--- src/rtl/queue_director_pkg.sv ---
// Shared constants for the queue director: packet metadata layout, flag values and
// the fallback-mode encoding.
package queue_director_pkg;

  localparam int unsigned QUEUE_ID_W = 32;

  typedef logic [7:0] pkt_flags_t;

  localparam pkt_flags_t PKT_NONE = 8'h00;
  localparam pkt_flags_t PKT_PCIE = 8'h01;
  localparam pkt_flags_t PKT_DROP = 8'h02;

  typedef struct packed {
    logic [15:0]           pkt_len;
    logic [31:0]           pkt_hash;
    logic [QUEUE_ID_W-1:0] pkt_queue_id;
    pkt_flags_t            pkt_flags;
    logic [7:0]            pkt_port;
  } metadata_t;

  typedef enum logic [1:0] {
    FbHash       = 2'b00,
    FbRoundRobin = 2'b01,
    FbSingle     = 2'b10,
    FbHashAlt    = 2'b11
  } fb_mode_e;

endpackage

--- src/rtl/queue_director_skid_reg.sv ---
// One-entry skid buffer in front of a registered output stage. in_ready is a flop
// output, so nothing on the input side depends combinationally on out_ready.
module skid_reg #(
  parameter type T = logic
) (
  input  logic clk,
  input  logic rst,
  input  T     in_data,
  input  logic in_valid,
  output logic in_ready,
  output T     out_data,
  output logic out_valid,
  input  logic out_ready
);

  T     skid_data;
  logic skid_valid;
  logic accept;

  assign in_ready = !skid_valid;
  assign accept   = in_valid && !skid_valid;

  always_ff @(posedge clk or posedge rst) begin
    if (rst) begin
      out_valid  <= 1'b0;
      out_data   <= '0;
      skid_valid <= 1'b0;
      skid_data  <= '0;
    end else if (out_valid && !out_ready) begin
      // Output stalled: hold it and park any newly accepted entry.
      if (accept) begin
        skid_data  <= in_data;
        skid_valid <= 1'b1;
      end
    end else if (skid_valid) begin
      out_data   <= skid_data;
      out_valid  <= 1'b1;
      skid_valid <= 1'b0;
    end else if (accept) begin
      out_data  <= in_data;
      out_valid <= 1'b1;
    end else begin
      out_valid <= 1'b0;
    end
  end

endmodule

--- src/rtl/queue_director.sv ---
// Steers packet metadata to a queue: matched packets pass through, unmatched ones are
// spread over a fallback queue range or dropped; keeps per-class counters.
module queue_director
  import queue_director_pkg::*;
#(
  parameter int unsigned QUEUE_ID_WIDTH = 32,
  parameter int unsigned CNT_WIDTH      = 32
) (
  input  logic                      clk,
  input  logic                      rst,
  input  metadata_t                 in_meta_data,
  input  logic                      in_meta_valid,
  output logic                      in_meta_ready,
  output metadata_t                 out_meta_data,
  output logic                      out_meta_valid,
  input  logic                      out_meta_ready,
  input  logic [31:0]               nb_fallback_queues,
  input  logic [QUEUE_ID_WIDTH-1:0] fallback_base_queue,
  input  logic [1:0]                fallback_mode,
  output logic [CNT_WIDTH-1:0]      matched_cnt,
  output logic [CNT_WIDTH-1:0]      fallback_cnt,
  output logic [CNT_WIDTH-1:0]      drop_cnt
);

  logic [31:0]               mask;
  logic [31:0]               rr_ptr;
  logic [31:0]               offset;
  logic [QUEUE_ID_WIDTH-1:0] fb_qid;
  logic                      unmatched;
  logic                      drop;
  logic                      accept;
  fb_mode_e                  mode;
  metadata_t                 cls_meta;

  assign mask   = nb_fallback_queues - 32'd1;
  assign mode   = fb_mode_e'(fallback_mode);
  assign accept = in_meta_valid && in_meta_ready;

  always_comb begin
    unmatched = &in_meta_data.pkt_queue_id;
    drop      = unmatched && (nb_fallback_queues == 32'd0);
    case (mode)
      FbRoundRobin: offset = rr_ptr & mask;  // masked at use so a shrunk range stays valid
      FbSingle:     offset = 32'd0;
      default:      offset = in_meta_data.pkt_hash & mask;
    endcase
    fb_qid   = fallback_base_queue + QUEUE_ID_WIDTH'(offset);
    cls_meta = in_meta_data;
    if (!unmatched) begin
      cls_meta.pkt_flags = PKT_PCIE;
    end else if (drop) begin
      cls_meta.pkt_flags = PKT_DROP;
    end else begin
      cls_meta.pkt_flags    = PKT_PCIE;
      cls_meta.pkt_queue_id = QUEUE_ID_W'(fb_qid);
    end
  end

  always_ff @(posedge clk or posedge rst) begin
    if (rst) begin
      rr_ptr       <= 32'd0;
      matched_cnt  <= '0;
      fallback_cnt <= '0;
      drop_cnt     <= '0;
    end else if (accept) begin
      if (!unmatched) begin
        matched_cnt <= matched_cnt + CNT_WIDTH'(1);
      end else if (drop) begin
        drop_cnt <= drop_cnt + CNT_WIDTH'(1);
      end else begin
        fallback_cnt <= fallback_cnt + CNT_WIDTH'(1);
        if (mode == FbRoundRobin) begin
          rr_ptr <= (rr_ptr + 32'd1) & mask;
        end
      end
    end
  end

  skid_reg #(
    .T(metadata_t)
  ) u_skid (
    .clk      (clk),
    .rst      (rst),
    .in_data  (cls_meta),
    .in_valid (in_meta_valid),
    .in_ready (in_meta_ready),
    .out_data (out_meta_data),
    .out_valid(out_meta_valid),
    .out_ready(out_meta_ready)
  );

endmodule

--- config.mk ---
export PLATFORM = sky130hd
export DESIGN_NAME = queue_director
export DESIGN_NICKNAME = d
export VERILOG_FILES = /design/src/rtl/queue_director_pkg.sv /design/src/rtl/queue_director_skid_reg.sv /design/src/rtl/queue_director.sv
export SDC_FILE = /design/constraint.sdc
export NUM_CORES = 1
export LEC_CHECK = 0
export ABC_AREA = 1
export BUFFER_PORTS_ARGS = -buffer_cell sky130_fd_sc_hd__buf_4
export CAP_MARGIN = 20
export CORE_MARGIN = 2
export CORE_UTILIZATION = 51
export DETAILED_ROUTE_END_ITERATION = 6
export PLACE_DENSITY = 0.77
export SYNTH_ARGS = -nofsm -noshare
export SYNTH_HDL_FRONTEND = slang
export SYNTH_SLANG_ARGS = --single-unit
--- constraint.sdc ---
create_clock -name clk -period 8.75 [get_ports clk]
set_input_delay 0.875 -clock clk [delete_from_list [all_inputs] [get_ports clk]]
set_output_delay 0.875 -clock clk [all_outputs]
set_load 0.1 [all_outputs]
==> impl_metrics.tcl, run 1 <==
set metrics [dict create \
    status "finished, final reports clean" \
    grt_max_degree 186 \
    cts_tree "yes" \
    crit_type "in2reg" \
    grt_util_all_layers_pct 32.75 \
    synthArstFlopShare_pct 100.0 \
    relSlewSlack_pct 31.44 \
    synth-edff-count 0 \
    dieWidth_um 195.1 \
    finClkSkew_ps 16.48 \
    rsz0062_at_grt "no" \
    grt_overflow 0 \
    hold_path.class "reg2reg" \
    cp-start-kind "input pin" \
    finalHoldViolations 0 \
    worst_pin_slew_ps 1028 \
    ir_drop_uv 154.8 \
    drive_gt1_share_pct 15.89 \
    timing.final.crit_share_pct 53.52 \
    postCtsSetupBuffers 0 \
    whs_ps 469.9 \
    fin_area_um2 22880 \
    syn_area_um2 18620 \
    synth_compound_area_share_pct 9.044 \
    crit_cells 24 \
    drc 0 \
    crit_chain "buf_4 > inv_1 > nand2_1 > nor2_1 > nand2_1 > nor2_1 > nand4_1 > xor2_1 > a2111oi_0 > ha_1 > nand2_1 > inv_1 > nand2_1 > nand3_1 > a21oi_1 > nand2_1 > a21oi_1 > inv_1 > nand2_1 > nand3_1 > nand2_1 > nand2_1 > nand2_1 > nand2_1" \
    start_util_pct 52.10 \
    timing.fmax_ghz 0.2135 \
    firstDrtPassIters 6 \
    vias 18560 \
    clk_transition_reported_paths_ps 60 \
    synth_top_family_by_area "simple AND/OR/NAND/NOR gates" \
    syn_inst 2543 \
    clk_latency_ps 550 \
    grt_pass1_wl_mm 98.51 \
    syn_area_per_cell_um2 7.323 \
    path_common_cell "nand2_1" \
    powerDensity_nw_per_um2 211.9 \
    drt_iter0_markers 1661 \
    ioPinCount 360 \
    yosys.area_share.simple_pct 33.08 \
    hold_depth 2 \
    hpwl_mm 46.84 \
    cts-root-buf "clkbuf_16" \
    slowest_stage "a2111oi_0" \
    synthMuxAreaShare_pct 0 \
    io_buffers 345 \
    crit_path_max_fanout 6 \
    drt-wirelength-per-cell_um 18.58 \
    gp_congestion 0.9460 \
    areaGrowthSynthToFinish_pct 22.85 \
    layout.nets 3058 \
    fp-row-count 69 \
    cts_made_buffers 37 \
    grt_pass1_vias 17690 \
    ys_types 48 \
    synth_xor_area_share_pct 7.525 \
    setup-tns-final_ps 0 \
    worst-path-buf-inv 4 \
    antenna_found_initial 11 \
    crit_required_ps 9190 \
    ys.flop_type "dfrtp_1" \
    crit_path_max_incr_delay_ps 660 \
    final_max_slew_viol_count 0 \
    yosys_warnings 0 \
    crit_family "simple AND/OR/NAND/NOR gates" \
    routed_via_density 5.531 \
    wirelength_mm 62.34 \
    synth_fa_ha_area_share_pct 2.526 \
    rrSetupSlack_ps 4920 \
    ys_seq_area_share_pct 41.66 \
    ys_seq_elements 310 \
    setup_viol 0 \
    place_area_um2 21540 \
    cts_sinks 310 \
    post_cts_resized 0 \
    die_h_um 195.1 \
    core_um2 35740 \
    p_leak_nw 11.43 \
    cts-hold-fix-buffers 0 \
    cp.arrival_ps 5130 \
    dieArea_um2 38060 \
    reg2reg_depth 14 \
    cap_viol_max_count 0 \
    worst_setup_path_end_kind "register" \
    htreeDepth 2 \
    drt.antenna.violating_nets 0 \
    clock_path_buffers 3 \
    period_minus_slack_ps 4683 \
]
## power by group
part / leakage (nW) / internal (mW) / switching (mW)
sequential: 3.78 / 1.62 / 0.117
combinational: 7.03 / 0.348 / 1.17
clock: 0.613 / 0.959 / 0.636
## final timing paths
kind                                         to                   from
max                         u_skid.out_data[47]  nb_fallback_queues[0]
min                        u_skid.skid_data[90]   u_skid.skid_data[90]
max reg2reg                 u_skid.out_data[30]              rr_ptr[1]
min reg2reg                u_skid.skid_data[90]   u_skid.skid_data[90]
max in group asynchronous          drop_cnt[14]                    rst
min in group asynchronous   u_skid.out_data[27]                    rst
## cells by family after synthesis
logic type | count (synthesis)
AND/OR/NAND/NOR | 1452
flip-flops | 310
AO/OA/AOI/OAI | 292
buffers and inverters | 291
XOR/XNOR | 160
adder cells (fa/ha/maj) | 37
other | 1
## registers in the layout, indices dropped and copies added (netlist names)
signal,count
u_skid.out_data,90
u_skid.skid_data,90
drop_cnt,32
fallback_cnt,32
matched_cnt,32
rr_ptr,32
u_skid.out_valid,1
u_skid.skid_valid,1
## area by class of cell
type,count,area [um2]
diodes,12,30.03
clock buffers,53,1087
clock inverters,13,173.9
fillers,3211,12860
inverters,200,755.7
multi-input cells,1947,9754
flip-flops and latches,310,7759
well taps,461,576.8
repair buffers,359,2740
## synth_stat cells (all sizes together), types with 22 or more instances
| cell | instances | area share (%) |
|---|---|---|
| nor2 | 314 | 6.6 |
| buf | 22 | 0.72 |
| xor2 | 104 | 4.9 |
| nor4 | 31 | 1.0 |
| a31oi | 71 | 2.4 |
| xnor2 | 56 | 2.6 |
| clkbuf | 69 | 1.4 |
| inv | 196 | 4.0 |
| nand3 | 120 | 3.4 |
| o21ai | 124 | 3.3 |
| a21oi | 44 | 1.2 |
| nand4 | 52 | 1.7 |
| nand3b | 27 | 1.1 |
| nand2 | 833 | 17 |
| nor3 | 63 | 1.8 |
| ha | 36 | 2.4 |
| dfrtp | 310 | 42 |
## worst register-to-register path, stage by stage (launching register included)
cell,delay [ps]
dfrtp_1,390
nor2_1,70
a2111oi_0,560
inv_1,140
fa_1,460
inv_1,90
nand2_1,70
o21ai_0,450
a21oi_1,200
o21ai_0,570
xor2_1,160
a21boi_0,360
nand2_1,90
nand2_1,80
nand2_1,40
## through the flow
| step | total power, mW | utilization [%] | setup WS (ps) | cells |
|---|---|---|---|---|
| 3_3_place_gp | 3.238 | 60.26 | 3693 | 3275 |
| 2_1_floorplan | 2.856 | - | 3748 | 2548 |
| 6_report | 4.848 | 64.01 | 4067 | 3355 |
| 3_5_place_dp | 3.264 | 60.26 | 3587 | 3275 |
| 5_1_grt | 5.029 | 63.99 | 3736 | 3353 |
| 4_1_cts | 4.859 | 63.79 | 4144 | 3341 |
## metal layers
| metal | global-route usage (%) | vias to the layer above | wire, um |
|---|---|---|---|
| met3 | 5.406 | 101 | 4709 |
| li1 | - | 8907 | - |
| met1 | 45.03 | 8839 | 26720 |
| met4 | 12.55 | 0 | 2194 |
| met2 | 52.08 | 710 | 28720 |
| met5 | 0 | - | 0 |
## cell usage in the layout, fill, tap and decap left out, types with 8 or more instances in the layout
master / count
a211oi_1: 21
a21oi_1: 44
a31oi_1: 71
buf_4: 356
clkbuf_16: 38
clkbuf_8: 8
dfrtp_1: 309
diode_2: 12
ha_1: 36
inv_1: 189
nand2_1: 826
nand3_1: 114
nand3b_1: 27
nand4_1: 52
nor2_1: 305
nor3_1: 61
nor4_1: 31
o21ai_0: 111
o21ai_1: 13
xnor2_1: 56
xor2_1: 104
(Power assumes the default switching activity.)
==> run 2: changes to the inputs <==
--- a/config.mk
+++ b/config.mk
@@ -5,13 +5,13 @@
 export SDC_FILE = /design/constraint.sdc
 export NUM_CORES = 1
 export LEC_CHECK = 0
-export ABC_AREA = 1
+export ABC_AREA = 0
 export BUFFER_PORTS_ARGS = -buffer_cell sky130_fd_sc_hd__buf_4
 export CAP_MARGIN = 20
 export CORE_MARGIN = 2
-export CORE_UTILIZATION = 51
+export CORE_UTILIZATION = 55
 export DETAILED_ROUTE_END_ITERATION = 6
-export PLACE_DENSITY = 0.77
+export PLACE_DENSITY = 0.81
 export SYNTH_ARGS = -nofsm -noshare
 export SYNTH_HDL_FRONTEND = slang
 export SYNTH_SLANG_ARGS = --single-unit
==> constraint.sdc (replaced) <==
create_clock -name clk -period 4.4 [get_ports clk]
set_input_delay 0.44 -clock clk [delete_from_list [all_inputs] [get_ports clk]]
set_output_delay 0.44 -clock clk [all_outputs]
set_load 0.1 [all_outputs]
==> run 2 against run 1 <==
Compared with the run above:
- setup slack worse by 3900 ps
- synthesized cell count shrank 29%
- sequential power up 98%
- routed wire length shrank 23%
- non-clock buffer count increased by 99
- count of clock-buffer cells in the layout is 4 lower
- area after synthesis shrank 12%
- worst hold slack worse by 350 ps
- critical path depth decreased by 6
- global-route usage shrank 2.4 points
- critical endpoint is now u_skid.skid_data[42]
- largest power group unchanged
- highest routed layer is now met5
==> impl_metrics.tcl, run 2 <==
set metrics [dict create \
    status "finished, final reports clean" \
    synth_top_area_cell "dfrtp_1" \
    cap_viol_max_count 0 \
    hold_path.class "in2reg" \
    fp-row-count 63 \
    synth_top_cell_area_share_pct 47.47 \
    drc 0 \
    final_cell_mix "buf_4, nand2_1, dfrtp_1" \
    place_inst 2571 \
    cts_tree "yes" \
    whs_ps 116.4 \
    start_util_pct 55.43 \
    met1_usage_pct 40.14 \
    min_to "u_skid.skid_data[82]" \
    relSlewSlack_pct 26.33 \
    antenna_found_initial 5 \
    top_regs "u_skid.out_data: 90 flops, u_skid.skid_data: 90 flops" \
    synth_most_common_cell "nand2_1" \
    setup_viol 0 \
    fin_cells 2639 \
    cts-root-buf "clkbuf_16" \
    period_minus_slack_ps 4188 \
    powerDensity_nw_per_um2 434.3 \
    reg2reg_depth 17 \
    areaGrowthSynthToFinish_pct 29.85 \
    reg2reg_from "rr_ptr[0]" \
    core_um2 29480 \
    setup-tns-final_ps 0 \
    wirelength_mm 47.98 \
    crit_required_ps 4810 \
    syn_area_um2 16340 \
    cp.arrival_ps 4600 \
    drt.antenna.violating_nets 0 \
    ys_types 65 \
    grt_pass1_wl_mm 75.69 \
    multi_input_comb_area_um2 8219 \
    fillers 2258 \
    finClkSkew_ps 17.12 \
    grt_util_all_layers_pct 30.30 \
    top_usage_layer "met2" \
    power_mw 9.217 \
    layout.nets 2423 \
    use_met3_pct 5.943 \
    cts_made_buffers 35 \
    hpwl_mm 36.03 \
    dieArea_um2 31110 \
    p_leak_nw 10.25 \
    fin_util_pct 71.98 \
    gp_congestion 0.9307 \
    rsz0062_at_grt "no" \
    drt-wirelength-per-cell_um 18.18 \
    regToRegEndpoint "u_skid.out_data[44]" \
    final_common_cell "buf_4" \
    cts_sinks 310 \
    routed_via_density 5.717 \
    hold_depth 3 \
    clk_transition_reported_paths_ps 60 \
    clock_path_buffers 3 \
    synthTopCellsByCount "nand2_1, dfrtp_1, o21ai_0, nor2_1, xnor2_1" \
    crit_type "in2reg" \
    die_h_um 176.4 \
    synth-edff-count 0 \
    yosys_warnings 0 \
    cp-start-kind "input pin" \
    timing.final.crit_share_pct 95.19 \
    io_buffers 345 \
    ys_seq_elements 310 \
    drive_gt1_share_pct 24.53 \
    worst_setup_path_end_kind "register" \
    drt_iter0_markers 1243 \
    firstDrtPassIters 6 \
    ir_drop_uv 316.1 \
    timing.fmax_ghz 0.2388 \
    final_max_slew_viol_count 0 \
    dieWidth_um 176.4 \
    htreeDepth 2 \
    regArea_um2 7761 \
    ys.flop_type "dfrtp_1" \
    ioPinCount 360 \
    rrSetupSlack_ps 580 \
    synth_area_leaders "dfrtp_1, nand2_1, xnor2_1" \
    synthArstFlopShare_pct 100.0 \
    finalHoldViolations 0 \
    syn_area_per_cell_um2 9.049 \
    worst_pin_slew_ps 1101 \
    ys_seq_area_share_pct 47.47 \
    syn_inst 1806 \
    grt_overflow 0 \
    grt_max_degree 109 \
    clk_latency_ps 520 \
    hold_start "in_meta_data[82]" \
    grt_pass1_vias 14640 \
    vias 15090 \
    crit_path_max_fanout 4 \
    gr-usage-met2_pct 49.13 \
]
==> run 2: cell count changes in the layout (fill, tap and decap cells not counted), sizes merged, moves of 37 or more <==
cell and change:
a21oi +42, a31oi -60, buf +98, inv -167, mux2i +63, nand2 -456, nand3 -65, nor2 -184
nor3 -37, o21ai +55, xnor2 +52, xor2 -60
==> run 2: worst max-delay path, stage by stage <==
cell,delay (ps)
buf_4,110
or4_1,610
buf_4,180
or3_1,360
nor3b_1,240
xnor2_1,170
nor2_1,90
ha_1,200
a21oi_1,190
o21ai_0,180
a211oi_2,220
or4b_2,670
nand2_1,90
o21ai_0,80
a21boi_0,250
xor2_1,240
a21oi_1,110
a21o_1,160
==> run 2: cell families (layout without fill, tap and decap cells) <==
| logic type | Yosys count | count (layout) | synth area share (%) |
|---|---|---|---|
| AND/OR/NAND/NOR | 736 | 736 | 20.62 |
| AO/OA/AOI/OAI | 385 | 385 | 13.71 |
| flip-flops | 310 | 310 | 47.47 |
| XOR/XNOR | 152 | 152 | 8.192 |
| buffers and inverters | 116 | 551 | 2.833 |
| multiplexers | 69 | 69 | 4.272 |
| adder cells (fa/ha/maj) | 37 | 37 | 2.879 |
| other | 1 | 9 | 0.02295 |
==> run 2: area by class of cell <==
cell class              instances  area share [%]
diodes                          3         0.03538
clock buffers                  49           4.758
clock inverters                14          0.5424
inverters                      30          0.5483
multi-input cells            1385           38.73
flip-flops and latches        310           36.57
well taps                     390           2.300
repair buffers                458           16.51
==> run 2: worst max-delay path by stage <==
stage | from | endpoint | slack (ps)
after floorplan | rst | drop_cnt[0] | -170
after global placement | nb_fallback_queues[5] | u_skid.skid_data[42] | -250
after detailed placement | nb_fallback_queues[5] | u_skid.skid_data[42] | -350
after CTS | nb_fallback_queues[5] | u_skid.skid_data[42] | 190
after global routing | nb_fallback_queues[5] | u_skid.skid_data[42] | 8
final | nb_fallback_queues[5] | u_skid.skid_data[42] | 210
==> run 2: metrics by stage <==
step | setup WS, ps | cell area [um2]
after floorplan | -166.9 | 16370
after global placement | -245.3 | 20030
after detailed placement | -353.6 | 20030
after CTS | 192.1 | 21150
after global routing | 8.266 | 21220
final | 211.9 | 21220
==> run 2: power by group <==
group / internal [mW] / switching [mW] / leakage (nW)
Clock: 1.67 / 1.17 / 0.556
Combinational: 0.737 / 2.21 / 5.69
Sequential: 3.21 / 0.222 / 4.00
Total: 5.62 / 3.60 / 10.3
==> run 2: layer usage <==
metal  part of all wire, %  routed length [um]
met1                    41               19780
met2                    47               22540
met3                   7.7                3713
met4                   4.0                1920
met5                 0.060                  29
==> run 2: what timing repair did <==
action	in CTS	in global routing
resized for setup	0	6
buffers inserted	0	0
endpoints found under the setup margin	0	8
hold endpoints to repair	0	6
hold buffers	0	1
